$ cat src/rtl/classify_pkg.sv
// Shared constants and state encoding for the output-layer classification sequencer.
package classify_pkg;

    localparam int unsigned NUM_CLASSES = 10;
    localparam int unsigned SCORE_W     = 26;
    localparam int unsigned IDX_W       = 4;

    // Class codes outside 0-9 reported on the max output
    localparam logic [3:0] MAX_RST = 4'd15;
    localparam logic [3:0] MAX_ERR = 4'd14;

    typedef enum logic [1:0] {
        S_IDLE  = 2'd0,
        S_ISSUE = 2'd1,
        S_WAIT  = 2'd2,
        S_DONE  = 2'd3
    } cls_state_t;

endpackage

$ cat src/rtl/running_max.sv
// Running signed maximum over the neuron scores of one image; ties keep the lowest index.
module running_max
    import classify_pkg::*;
#(
    parameter int unsigned P_SCORE_W = SCORE_W,
    parameter int unsigned P_IDX_W   = IDX_W
) (
    input  logic                        clk,
    input  logic                        rst,
    input  logic                        clear,
    input  logic                        load,
    input  logic signed [P_SCORE_W-1:0] score,
    input  logic [P_IDX_W-1:0]          idx,
    output logic [P_IDX_W-1:0]          best_idx_next,
    output logic [P_IDX_W-1:0]          best_idx
);

    logic signed [P_SCORE_W-1:0] best;
    logic                        take_c;

    // Current score wins on the first neuron or when strictly greater than the best so far
    always_comb begin
        take_c        = (idx == '0) || (score > best);
        best_idx_next = take_c ? idx : best_idx;
    end

    // Best score/index registers, updated only when a score is consumed
    always_ff @(posedge clk) begin
        if (rst) begin
            best     <= '0;
            best_idx <= '0;
        end else if (clear) begin
            best     <= '0;
            best_idx <= '0;
        end else if (load && take_c) begin
            best     <= score;
            best_idx <= idx;
        end
    end

endmodule

$ cat src/rtl/classify_sequencer.sv
// Walks the neuron engine through every output neuron of one image and reports the winning class.
module classify_sequencer
    import classify_pkg::*;
#(
    parameter int unsigned P_NUM_CLASSES = NUM_CLASSES,
    parameter int unsigned P_SCORE_W     = SCORE_W,
    parameter int unsigned P_IDX_W       = IDX_W
) (
    input  logic                        clk,
    input  logic                        rst,
    input  logic                        start,
    output logic                        busy,
    output logic                        neuron_req,
    output logic [P_IDX_W-1:0]          neuron_idx,
    input  logic                        neuron_ack,
    input  logic                        score_valid,
    input  logic signed [P_SCORE_W-1:0] score,
    output logic [P_IDX_W-1:0]          max,
    output logic                        done,
    output logic                        err
);

    cls_state_t         state, state_next;
    logic [P_IDX_W-1:0] idx, idx_next;
    logic [P_IDX_W-1:0] max_next;
    logic               err_next;
    logic               rm_clear, rm_load;
    logic [P_IDX_W-1:0] best_idx_next;
    logic [P_IDX_W-1:0] best_idx;
    logic               last_c;

    assign last_c     = (idx == P_IDX_W'(P_NUM_CLASSES - 1));
    assign neuron_idx = idx;

    running_max #(
        .P_SCORE_W (P_SCORE_W),
        .P_IDX_W   (P_IDX_W)
    ) u_running_max (
        .clk           (clk),
        .rst           (rst),
        .clear         (rm_clear),
        .load          (rm_load),
        .score         (score),
        .idx           (idx),
        .best_idx_next (best_idx_next),
        .best_idx      (best_idx)
    );

    // Next-state, counter and result decisions; a score outside WAIT is a protocol error
    always_comb begin
        state_next = state;
        idx_next   = idx;
        max_next   = max;
        err_next   = err;
        rm_clear   = 1'b0;
        rm_load    = 1'b0;
        case (state)
            S_IDLE: begin
                if (score_valid) begin
                    max_next   = P_IDX_W'(MAX_ERR);
                    err_next   = 1'b1;
                    state_next = S_DONE;
                end else if (start) begin
                    idx_next   = '0;
                    err_next   = 1'b0;
                    rm_clear   = 1'b1;
                    state_next = S_ISSUE;
                end
            end
            S_ISSUE: begin
                if (score_valid) begin
                    max_next   = P_IDX_W'(MAX_ERR);
                    err_next   = 1'b1;
                    state_next = S_DONE;
                end else if (neuron_ack) begin
                    state_next = S_WAIT;
                end
            end
            S_WAIT: begin
                if (score_valid) begin
                    rm_load = 1'b1;
                    if (last_c) begin
                        max_next   = best_idx_next;
                        state_next = S_DONE;
                    end else begin
                        idx_next   = idx + P_IDX_W'(1);
                        state_next = S_ISSUE;
                    end
                end
            end
            S_DONE: begin
                state_next = S_IDLE;
            end
            default: begin
                state_next = S_IDLE;
            end
        endcase
    end

    // State, counter and registered outputs; outputs are decoded from the next state
    always_ff @(posedge clk) begin
        if (rst) begin
            state      <= S_IDLE;
            idx        <= '0;
            max        <= P_IDX_W'(MAX_RST);
            err        <= 1'b0;
            done       <= 1'b0;
            busy       <= 1'b0;
            neuron_req <= 1'b0;
        end else begin
            state      <= state_next;
            idx        <= idx_next;
            max        <= max_next;
            err        <= err_next;
            done       <= (state_next == S_DONE);
            busy       <= (state_next != S_IDLE);
            neuron_req <= (state_next == S_ISSUE);
        end
    end

endmodule

$ cat config.mk
export PLATFORM = sky130hd
export DESIGN_NAME = classify_sequencer
export DESIGN_NICKNAME = d
export VERILOG_FILES = /design/src/rtl/classify_pkg.sv /design/src/rtl/running_max.sv /design/src/rtl/classify_sequencer.sv
export SDC_FILE = /design/constraint.sdc
export NUM_CORES = 1
export LEC_CHECK = 0
export BUFFER_PORTS_ARGS = -buffer_cell sky130_fd_sc_hd__buf_2
export CORE_ASPECT_RATIO = 2
export CORE_MARGIN = 5
export CORE_UTILIZATION = 60
export CTS_BUF_LIST = sky130_fd_sc_hd__clkbuf_16
export DETAILED_ROUTE_END_ITERATION = 8
export GPL_TIMING_DRIVEN = 1
export PLACE_DENSITY_LB_ADDON = 0.2
export SETUP_SLACK_MARGIN = 0.4
export SLEW_MARGIN = 20
export SYNTH_ARGS = -nofsm -noshare
export SYNTH_HDL_FRONTEND = slang
export SYNTH_SLANG_ARGS = --single-unit
$ cat constraint.sdc
create_clock -name clk -period 4 [get_ports clk]
set_input_delay 0.2 -clock clk [delete_from_list [all_inputs] [get_ports clk]]
set_output_delay 0.2 -clock clk [all_outputs]
set_load 0.01 [all_outputs]
==> results by group <==
Run status
  • Run status: completed

Drt
  • Drt initial violations: 39
  • Routed vias: 2193
  • Routed len/inst: 13.7 µm
  • Via density: 5.48
  • First-pass iteration count of the detailed router: 4
  • Post-route ant nets: 0
  • DRC viols: 0
  • WL final: 5480 µm

Logic synthesis
  • Syn_nets: 369
  • Synth cell count leaders: 71 x nand2_1, 44 x dfxtp_1, 31 x inv_1
  • Leading area contributor after synthesis: dfxtp_1
  • Share of the synthesized area in the top cell type: 34.2%
  • Post-synthesis area per instance: 8.35 µm²
  • Yosys cell types: 41
  • Synth area leaders: dfxtp_1 34%, ha_1 14%, mux2i_1 12%
  • Cell count after synthesis: 309
  • Post-synthesis sequential area ratio: 34.2%
  • Top-count cell post-synth: nand2_1
  • Post-synth top flop: dfxtp_1
  • Synth Cell Area: 0.00258 mm²
  • EDFF count, synth: 0
  • Synthesis-stage register bit count: 44
  • Yosys warns: 0
  • FFs w/ async S/R, synth: 0%

STA
  • Final Max Tran Viols: 0
  • Setup violators final: 0
  • Unrepaired setup endpoints after global routing: no
  • Max-Slew Margin vs Limit: 53.8%
  • Final Hold Viols: 0
  • Ratio of final minimum period to clock period: 71.2%
  • Final min period: 2.85 ns
  • Setup tns final: 0 ns
  • Clock Skews: 0.00721 ns
  • Least-Margin Pin Slew: 0.691 ns
  • Fmax: 0.351 GHz

Power and ir drop
  • Sw Ratio: 24.4%
  • Internal power: 0.814 mW
  • Worst vdd rail ir drop: 0.401 mV
  • Switching power: 0.263 mW
  • Comb pwr share: 15.0%
  • Sequential power share: 43.0%
  • Power Density: 359 mW/mm²
  • Leakage: 1.20 nW
  • Clock network power share: 42.0%

Finish
  • Final #Nets: 407
  • Synthesis-to-finish area growth: 16.3%
  • Reg area: 881 µm²
  • Final Core Density: 72.6%
  • Area of the multi-input gates: 0.00152 mm²
  • Number of filler cells placed in the layout: 357
  • Share of cells above drive strength 1: 18.1%
  • Number of diodes: 0

Clocking
  • Htree depth: 2
  • Cts hold-fix bufs: 0
  • Worst-Skew Late Latency: 0.28 ns
  • Post-CTS Setup Inserts: 0
  • CTS resizes: 0
  • CTS tree: done
  • Sink Count: 44
  • Total CTS buffers: 5
  • CTS root buffer: clkbuf_16
  • Max clock buf depth: 2
  • CTS clk-pin slew, worst paths: 0.06 ns

Die
  • Die Ht: 103 µm
  • Starting Density: 62.5%
  • Die area: 0.00579 mm²
  • Core area: 0.00413 mm²
  • I/O Pins: 43
  • Rows: 33
  • Die W: 56.4 µm

Critical path
  • CP Launch Type: flip-flop
  • Crit path DAT: 3.05 ns
  • Crit Path Max Fanout: 20
  • Bufs and invs on worst path: 2
  • Crit-path max cell delay: 0.47 ns
  • Worst path required time: 4.20 ns
  • Crit-path leading delay family: compound AO/OA/AOI/OAI gates
  • CP max-delay cell: a31oi_4
  • Critical path class: reg2reg
  • Crit-path cells: inv_1, ha_1, nand4_2, nor3_1, a221oi_1, o21ai_1, or3_4, a31oi_4, buf_12, mux2i_1
  • CP endpoint kind: flip-flop

Global route
  • Initial antenna violation count: 0
  • Grt ovf: 0
  • First-pass GRT wire length: 9590 µm
  • Number of global-route vias before repair: 2293
  • Pin count of the biggest net entering global routing: 61
  • GRT Util Overall: 21.0%

Flow run
  • Max_cap viols: 0

Min path
  • Hold crit path type: in2reg

Placement
  • Gpl congestion: 0.775
  • I/O Buffers: 42
  • Hpwl dp: 4250 µm
## state kept, by name (all words and copies together), names as in the netlist
| register | cells |
|---|---|
| busy | 1 |
| u_running_max.best_idx | 4 |
| state | 2 |
| done | 1 |
| err | 1 |
| u_running_max.best | 26 |
| neuron_idx | 4 |
| neuron_req | 1 |
| max | 4 |
## path summary, 6_finish.rpt
check        slack, ns  cells past startpoint                   start                        end
max               1.15                     10  u_running_max.best[25]  u_running_max.best_idx[2]
min               0.17                      3               score[18]     u_running_max.best[18]
max reg2reg       1.15                     10  u_running_max.best[25]  u_running_max.best_idx[2]
min reg2reg       0.46                      2   u_running_max.best[9]      u_running_max.best[9]
## cell type report
| cell class | instances | share of cell area [%] |
|---|---|---|
| Timing Repair Buffer | 44 | 8.59 |
| Clock buffer | 5 | 4.17 |
| Tap cell | 52 | 2.17 |
| Clock inverter | 3 | 1.29 |
| Multi-Input combinational cell | 221 | 50.5 |
| Sequential cell | 44 | 29.4 |
| Inverter | 31 | 3.88 |
## cell usage in the layout (no fill, tap or decap), types with 2 or more instances in the layout
master     count
a31oi_1        4
dfxtp_1       44
a21oi_1       18
nand4_1        9
inv_1         32
buf_2         42
nand4_2        2
or2_2          2
o21ai_1        4
clkbuf_16      5
xor2_1         2
nor3_1         4
ha_1          29
nor2b_1        4
mux2i_1       30
nand2_1       71
nand3_1        2
nand2b_1       2
nor2_1        16
## stage by stage
stage                     cells  setup WS, ns  area [µm²]  hold slack, ns  total power [mW]
after floorplan             309          1.70        2580           0.342             0.582
after global placement      391          1.23        2810           0.442             0.626
after detailed placement    391          1.14        2810           0.451             0.632
after CTS                   399          1.12        2970           0.172              1.08
after global routing        400         0.935        3000           0.191              1.13
final                       400          1.15        3000           0.170              1.08
## routing by layer
| layer | GRT usage, % | vias to the layer above | part of all wire (%) |
|---|---|---|---|
| met5 | 0 | - | 0 |
| met4 | 10.8 | 0 | 3.2 |
| met3 | 4.01 | 16 | 3.0 |
| met2 | 42.3 | 47 | 57 |
| met1 | 19.3 | 1009 | 37 |
| li1 | - | 1121 | - |
## logic make-up (layout without fill, tap and decap cells)
kind of cell / Yosys count / count (layout) / synth area share, %
flip-flops: 44 / 44 / 34.2
buffers and inverters: 44 / 83 / 7.37
multiplexers: 30 / 30 / 11.6
AND/OR/NAND/NOR: 120 / 120 / 21.6
adder cells (fa/ha/maj): 29 / 29 / 14.1
AO/OA/AOI/OAI: 40 / 40 / 10.4
XOR/XNOR: 2 / 2 / 0.679
## worst reg2reg max path, delay by kind of cell, from the launching register on
kind / cells / cell delay, ns
muxes: 1 / 0.22
buffers and inverters: 2 / 0.30
adders and majority gates: 1 / 0.36
and+or+nand+nor: 3 / 0.66
AOI/OAI and AO/OA: 3 / 0.90
DFF: 1 / 0.32
## power by group through the flow
stage | combinational, mW | sequential (mW) | clock, mW
6_report | 0.162 | 0.463 | 0.452
5_1_grt | 0.186 | 0.464 | 0.481
4_1_cts | 0.160 | 0.463 | 0.459
3_5_place_dp | 0.159 | 0.472 | 0
3_3_place_gp | 0.154 | 0.472 | 0
2_1_floorplan | 0.112 | 0.470 | 0
Note: power is estimated with default switching activity, not from simulation.
